**src/rtl/avr_io_in_defs.vh**
```
// Register map, CTRL field layout and EDGE encodings for the avr_io_in responder.
`ifndef AVR_IO_IN_DEFS_VH
`define AVR_IO_IN_DEFS_VH

localparam logic [1:0] REG_PIN  = 2'd0;
localparam logic [1:0] REG_FLAG = 2'd1;
localparam logic [1:0] REG_MASK = 2'd2;
localparam logic [1:0] REG_CTRL = 2'd3;

localparam int CTRL_PRESC_LSB = 0;
localparam int CTRL_PRESC_W   = 4;
localparam int CTRL_EDGE_LSB  = 4;
localparam int CTRL_EDGE_W    = 2;

localparam logic [1:0] EDGE_BOTH     = 2'b00;
localparam logic [1:0] EDGE_RISE     = 2'b01;
localparam logic [1:0] EDGE_FALL     = 2'b10;
localparam logic [1:0] EDGE_BOTH_ALT = 2'b11;

`endif

```
**src/rtl/avr_io_in_pkg.sv**
```systemverilog
// Shared constants and edge-selection helper for the avr_io_in input port.
package avr_io_in_pkg;
  `include "avr_io_in_defs.vh"

  function automatic logic [7:0] edge_gate(input logic [7:0] rise, input logic [7:0] fall,
                                           input logic [1:0] sel);
    case (sel)
      EDGE_RISE:               return rise;
      EDGE_FALL:               return fall;
      EDGE_BOTH, EDGE_BOTH_ALT: return rise | fall;
      default:                 return rise | fall;
    endcase
  endfunction
endpackage

```
**src/rtl/avr_io_in_if.sv**
```systemverilog
// IO-bus connection between the AVR core (master) and the input port (slave).
interface avr_io_in_if;
  logic       io_re;
  logic       io_we;
  logic [1:0] io_a;
  logic [7:0] io_di;
  logic [7:0] io_do;

  modport master (output io_re, output io_we, output io_a, output io_do, input io_di);
  modport slave  (input io_re, input io_we, input io_a, input io_do, output io_di);
endinterface

```
**src/rtl/avr_io_in_debounce.sv**
```systemverilog
// One pin's debounce: tick-driven persistence counter plus stable flop.
// With AVR_IO_IN_DEBOUNCE_EN undefined the stable flop just follows the synchronised pin.
module avr_io_in_debounce #(
  parameter int   DEB_CNT = 4,
  parameter logic PIN_RST = 1'b0
) (
  input  logic clk,
  input  logic rst_n,
  input  logic tick,
  input  logic sync_in,
  output logic stable
);

`ifdef AVR_IO_IN_DEBOUNCE_EN
  logic [3:0] cnt;

  always_ff @(posedge clk or negedge rst_n) begin
    if (!rst_n) begin
      cnt    <= '0;
      stable <= PIN_RST;
    end else if (tick) begin
      if (sync_in != stable) begin
        // The DEB_CNT-th consecutive differing tick commits the new value.
        if (cnt == 4'(DEB_CNT - 1)) begin
          stable <= sync_in;
          cnt    <= '0;
        end else begin
          cnt <= cnt + 4'd1;
        end
      end else begin
        cnt <= '0;
      end
    end
  end
`else
  localparam int unused_deb_cnt = DEB_CNT;
  logic unused_tick;
  assign unused_tick = tick;

  always_ff @(posedge clk or negedge rst_n) begin
    if (!rst_n) stable <= PIN_RST;
    else        stable <= sync_in;
  end
`endif

endmodule

```
**src/rtl/avr_io_in.sv**
```systemverilog
// AVR IO-bus input port: 2-flop sync, optional debounce (AVR_IO_IN_DEBOUNCE_EN),
// edge flags with W1C, mask and level irq. Registers: PIN, FLAG, MASK, CTRL.
module avr_io_in
  import avr_io_in_pkg::*;
#(
  parameter int         WIDTH     = 8,
  parameter int         DEB_CNT   = 4,
  parameter logic [7:0] PIN_RESET = 8'h00
) (
  input  logic             clk,
  input  logic             rst_n,
  avr_io_in_if.slave       bus,
  input  logic [WIDTH-1:0] pin_in,
  output logic             irq
);

  logic [WIDTH-1:0]       sync_p0, sync_p1, stable, stable_d;
  logic [WIDTH-1:0]       flag, mask, rise, fall, new_edge, w1c;
  logic [CTRL_EDGE_W-1:0] edge_sel;
  logic [7:0]             edge_all, rd;
  logic                   tick, wr_flag, wr_mask, wr_ctrl;

  assign wr_flag = bus.io_we && (bus.io_a == REG_FLAG);
  assign wr_mask = bus.io_we && (bus.io_a == REG_MASK);
  assign wr_ctrl = bus.io_we && (bus.io_a == REG_CTRL);

`ifdef AVR_IO_IN_DEBOUNCE_EN
  logic [CTRL_PRESC_W-1:0] presc;
  logic [15:0]             tick_cnt, tick_max;

  assign tick_max = (16'd1 << presc) - 16'd1;
  assign tick     = (tick_cnt == tick_max);

  // A CTRL write restarts the prescaler so the first tick is a full period away.
  always_ff @(posedge clk or negedge rst_n) begin
    if (!rst_n) begin
      tick_cnt <= '0;
      presc    <= '0;
    end else if (wr_ctrl) begin
      tick_cnt <= '0;
      presc    <= bus.io_do[CTRL_PRESC_LSB +: CTRL_PRESC_W];
    end else if (tick) begin
      tick_cnt <= '0;
    end else begin
      tick_cnt <= tick_cnt + 16'd1;
    end
  end
`else
  assign tick = 1'b1;
`endif

  // Stage p0/p1: two-flop synchroniser on the asynchronous pins
  always_ff @(posedge clk or negedge rst_n) begin
    if (!rst_n) begin
      sync_p0 <= '0;
      sync_p1 <= '0;
    end else begin
      sync_p0 <= pin_in;
      sync_p1 <= sync_p0;
    end
  end

  for (genvar i = 0; i < WIDTH; i++) begin : g_deb
    avr_io_in_debounce #(
      .DEB_CNT (DEB_CNT),
      .PIN_RST (PIN_RESET[i])
    ) u_deb (
      .clk     (clk),
      .rst_n   (rst_n),
      .tick    (tick),
      .sync_in (sync_p1[i]),
      .stable  (stable[i])
    );
  end

  assign rise     = stable & ~stable_d;
  assign fall     = ~stable & stable_d;
  assign edge_all = edge_gate(8'(rise), 8'(fall), edge_sel);
  assign new_edge = edge_all[WIDTH-1:0];
  assign w1c      = wr_flag ? bus.io_do[WIDTH-1:0] : '0;

  // Edge stage: flags set the clock after stable moves; a new edge beats a same-cycle clear
  always_ff @(posedge clk or negedge rst_n) begin
    if (!rst_n) begin
      stable_d <= PIN_RESET[WIDTH-1:0];
      flag     <= '0;
      mask     <= '0;
      edge_sel <= '0;
    end else begin
      stable_d <= stable;
      flag     <= (flag & ~w1c) | new_edge;
      if (wr_mask) mask     <= bus.io_do[WIDTH-1:0];
      if (wr_ctrl) edge_sel <= bus.io_do[CTRL_EDGE_LSB +: CTRL_EDGE_W];
    end
  end

  assign irq = |(flag & mask);

  always_comb begin
    rd = 8'h00;
    if (bus.io_re) begin
      case (bus.io_a)
        REG_PIN:  rd[WIDTH-1:0] = stable;
        REG_FLAG: rd[WIDTH-1:0] = flag;
        REG_MASK: rd[WIDTH-1:0] = mask;
        REG_CTRL: begin
          rd[CTRL_EDGE_LSB +: CTRL_EDGE_W] = edge_sel;
`ifdef AVR_IO_IN_DEBOUNCE_EN
          rd[CTRL_PRESC_LSB +: CTRL_PRESC_W] = presc;
`endif
        end
        default: rd = 8'h00;
      endcase
    end
  end

  assign bus.io_di = rd;

endmodule

```
**src/flat_wrapper.sv**
```systemverilog
// flat-port wrapper written by rule: the top's interface ports become plain ports
module avr_io_in_flat import avr_io_in_pkg::*;
#(
  parameter int         WIDTH     = 8,
  parameter int         DEB_CNT   = 4,
  parameter logic [7:0] PIN_RESET = 8'h00
)
  (clk, rst_n, pin_in, irq, bus_io_re, bus_io_we, bus_io_a, bus_io_do, bus_io_di);
  avr_io_in_if bus_i ();
  input  logic clk;
  input  logic rst_n;
  input  logic [WIDTH-1:0] pin_in;
  output logic irq;
  input wire logic [$bits(bus_i.io_re)-1:0] bus_io_re;
  input wire logic [$bits(bus_i.io_we)-1:0] bus_io_we;
  input wire logic [$bits(bus_i.io_a)-1:0] bus_io_a;
  input wire logic [$bits(bus_i.io_do)-1:0] bus_io_do;
  output wire logic [$bits(bus_i.io_di)-1:0] bus_io_di;
  assign bus_i.io_re = bus_io_re;
  assign bus_i.io_we = bus_io_we;
  assign bus_i.io_a = bus_io_a;
  assign bus_i.io_do = bus_io_do;
  assign bus_io_di = bus_i.io_di;
  avr_io_in #(.WIDTH(WIDTH), .DEB_CNT(DEB_CNT), .PIN_RESET(PIN_RESET)) u_core (.clk(clk), .rst_n(rst_n), .bus(bus_i), .pin_in(pin_in), .irq(irq));
endmodule
```
**config.mk**
```make
export PLATFORM = sky130hd
export DESIGN_NAME = avr_io_in_flat
export DESIGN_NICKNAME = d
export VERILOG_FILES = /design/src/rtl/avr_io_in_pkg.sv /design/src/rtl/avr_io_in_if.sv /design/src/rtl/avr_io_in_debounce.sv /design/src/rtl/avr_io_in.sv /design/src/flat_wrapper.sv
export VERILOG_INCLUDE_DIRS = /design/src /design/src/rtl
export SDC_FILE = /design/constraint.sdc
export NUM_CORES = 1
export LEC_CHECK = 0
export CORE_MARGIN = 2
export CORE_UTILIZATION = 30
export CTS_CLUSTER_SIZE = 14
export DETAILED_ROUTE_END_ITERATION = 8
export PLACE_DENSITY = 0.47
export SYNTH_ARGS = -nofsm -noshare
export SYNTH_HDL_FRONTEND = slang
export SYNTH_HIERARCHICAL = 1
export SYNTH_SLANG_ARGS = --single-unit
```
**constraint.sdc**
```tcl
create_clock -name clk -period 3.45 [get_ports clk]
set_clock_uncertainty 0.05 [all_clocks]
set_input_delay 0.69 -clock clk [delete_from_list [all_inputs] [get_ports clk]]
set_output_delay 0.69 -clock clk [all_outputs]
set_load 0.1 [all_outputs]
```
==> impl_results.md <==
- Status: finished clean
- Worst Hold Class: in -> async
- Tcrit/Tclk final: 0.878
- Maximum vdd drop: roughly 0.21 mV
- Critical Path RT: about 2.7 ns
- Maximum root-to-sink buffer count: 2
- Max frequency: 330 MHz
- Layout cell share with drive strength beyond 1: 0.121
- IO Count: 31
- Final Non-Filler Cells: 331
- # resized after CTS: 0
- Global-route wire length before repair: 6.90 mm
- M1 WL: about 1.8 mm
- DRT antenna net count: 0
- Max Used Layer: met4
- Met2 WL post-DR: 1.73 mm
- YS warnings: 6
- DRT iter0 DRCs: 60
- Clock Sinks: 50
- Setup Fix Bufs, Post-CTS: 0
- Pin count of the biggest net entering global routing: 37
- Chip width: approximately 90 µm
- R2r endpoint: u_core/flag[5]$_DFF_PN0_
- Pwr dens: 483 nW/µm²
- Power Total: 1.34 mW
- # hold bufs at CTS: 0
- Overall global routing resource usage: 0.106
- Nets: 271
- Crit path kind: in -> out
- Detail Placement HPWL: 2.78 mm
- Vias in the first global route: between 1000 and 1500
- Post-Synthesis Cells: between 150 and 200
- Final min period: 3.03 ns
- PortBufs: 30
- Via-to-Cell Ratio: 4.17
- Drt drc: 0
- Crit. End Element: output pin
- Critical Path End: bus_io_di[4]
- Gr ovfl total: 0
- Worst r2r src: u_core/edge_sel[0]$_DFFE_PN0P_
- Final setup vio count: 0
- Initial antenna violation count: 0
- P&R area growth vs syn: 26.2%
- Via Count: ~1400
- Drt first pass iters: 4
- CTS tree: yes
- Clk_lat worst skew: 0.31 ns
- Slew @ Worst Pin: 0.500 ns
- Mean Syn Cell Area: 11.1 µm²
- Num CTS Buffers: 5
- WL/cell: roughly 11 µm
- Final slew viol count: 0
- Antenna diodes: 0
- CP arrival: 2.29 ns
- Final hold violations: 0
- DRT Wirelength: between 3 and 4 mm
- H-tree Lvls: 2
- Clock Pin Slew Worst Setup and Hold Paths: 0.09 ns
- Core Footprint: 7180 µm²
- RSZ-0062 raised after global routing: no
- CP Launch Type: input port
- Starting Density: 0.307
- Die area: 8050 µm²
- Pleak: 1.31 nW
- Gpl congestion: approximately 0.75
- Worst rel slew slack: 0.665
- R2r setup slk: 2.06 ns
- Critical path peak fanout: 12
- Number of cell rows: 31
- Worst setup path start: bus_io_a[0]
- Total of max-cap violations: 0
- Clock root cell: clkbuf_8
- R2R depth: 4
- Placed cells: 323
- Mapped Area: around 2200 µm²
- Sum Neg Setup Slack: 0 ns
- Syn Nets: about 240
- DR WL met3: slightly above 200 µm
- Die height: around 90 µm
-- registers in the layout, indices dropped and copies added (netlist names) --
| signal | flops |
|---|---|
| u_core/edge_sel | 2 |
| u_core/flag | 8 |
| u_core/g_deb.u_deb/stable | 8 |
| u_core/mask | 8 |
| u_core/stable_d | 8 |
| u_core/sync_p0 | 8 |
| u_core/sync_p1 | 8 |
-- critical path, stage by stage --
cell             delay, ns
clkdlybuf4s50_1       0.46
buf_4                 0.21
mux4_1                0.56
and2_1                0.20
buf_12                0.17
-- power breakdown --
group	internal [mW]	switching [mW]	total, mW
Sequential	0.641	0.0393	0.680
Combinational	0.129	0.185	0.315
Clock	0.147	0.203	0.349
-- cells in the final DEF (no fill, tap or decap), types with 8 or more instances in the layout --
master           instances
dfrtp_1                 50
inv_1                   34
nand2_1                 24
clkdlybuf4s50_1         20
o21ai_0                 18
ha_1                    18
a22oi_1                 12
buf_12                   8
o211ai_1                 8
-- metrics by stage --
step	instance area (µm²)	util	hold slack, ns	setup WS [ns]
after floorplan	2200	-	0.281	0.0897
after global placement	2690	0.375	0.281	0.446
after detailed placement	2690	0.375	0.285	0.421
after CTS	2780	0.388	0.223	0.410
after global routing	2780	0.388	0.242	0.347
final	2780	0.388	0.223	0.420
-- area by class of cell --
type | instances | area [µm²]
clock inverter | 3 | 22.5
timing repair buffer | 33 | 395
clock buffer | 5 | 68.8
fill | 705 | 4390
multi-input combinational | 107 | 792
tap | 99 | 124
sequential | 50 | 1250
inverter | 34 | 128
-- routing by layer --
layer	GRT usage	vias up
li1	-	715
met1	0.143	621
met2	0.161	38
met3	0.0319	6
met4	0.0423	0
met5	0	-
-- how the worst min path moves through the flow --
stage | cells past startpoint | startpoint | end | slack [ns]
2_1_floorplan | 0 | u_core/sync_p1[0]$_DFF_PN0_ | u_core/g_deb[0].u_deb/stable$_DFF_PN0_ | 0.28
3_3_place_gp | 0 | u_core/sync_p1[2]$_DFF_PN0_ | u_core/g_deb[2].u_deb/stable$_DFF_PN0_ | 0.28
3_5_place_dp | 0 | u_core/sync_p0[1]$_DFF_PN0_ | u_core/sync_p1[1]$_DFF_PN0_ | 0.28
4_1_cts | 1 | rst_n | u_core/mask[6]$_DFFE_PN0P_ | 0.22
5_1_grt | 1 | rst_n | u_core/mask[6]$_DFFE_PN0P_ | 0.24
6_report | 1 | rst_n | u_core/mask[6]$_DFFE_PN0P_ | 0.22
No activity file was read; power rests on OpenSTA's default activity.
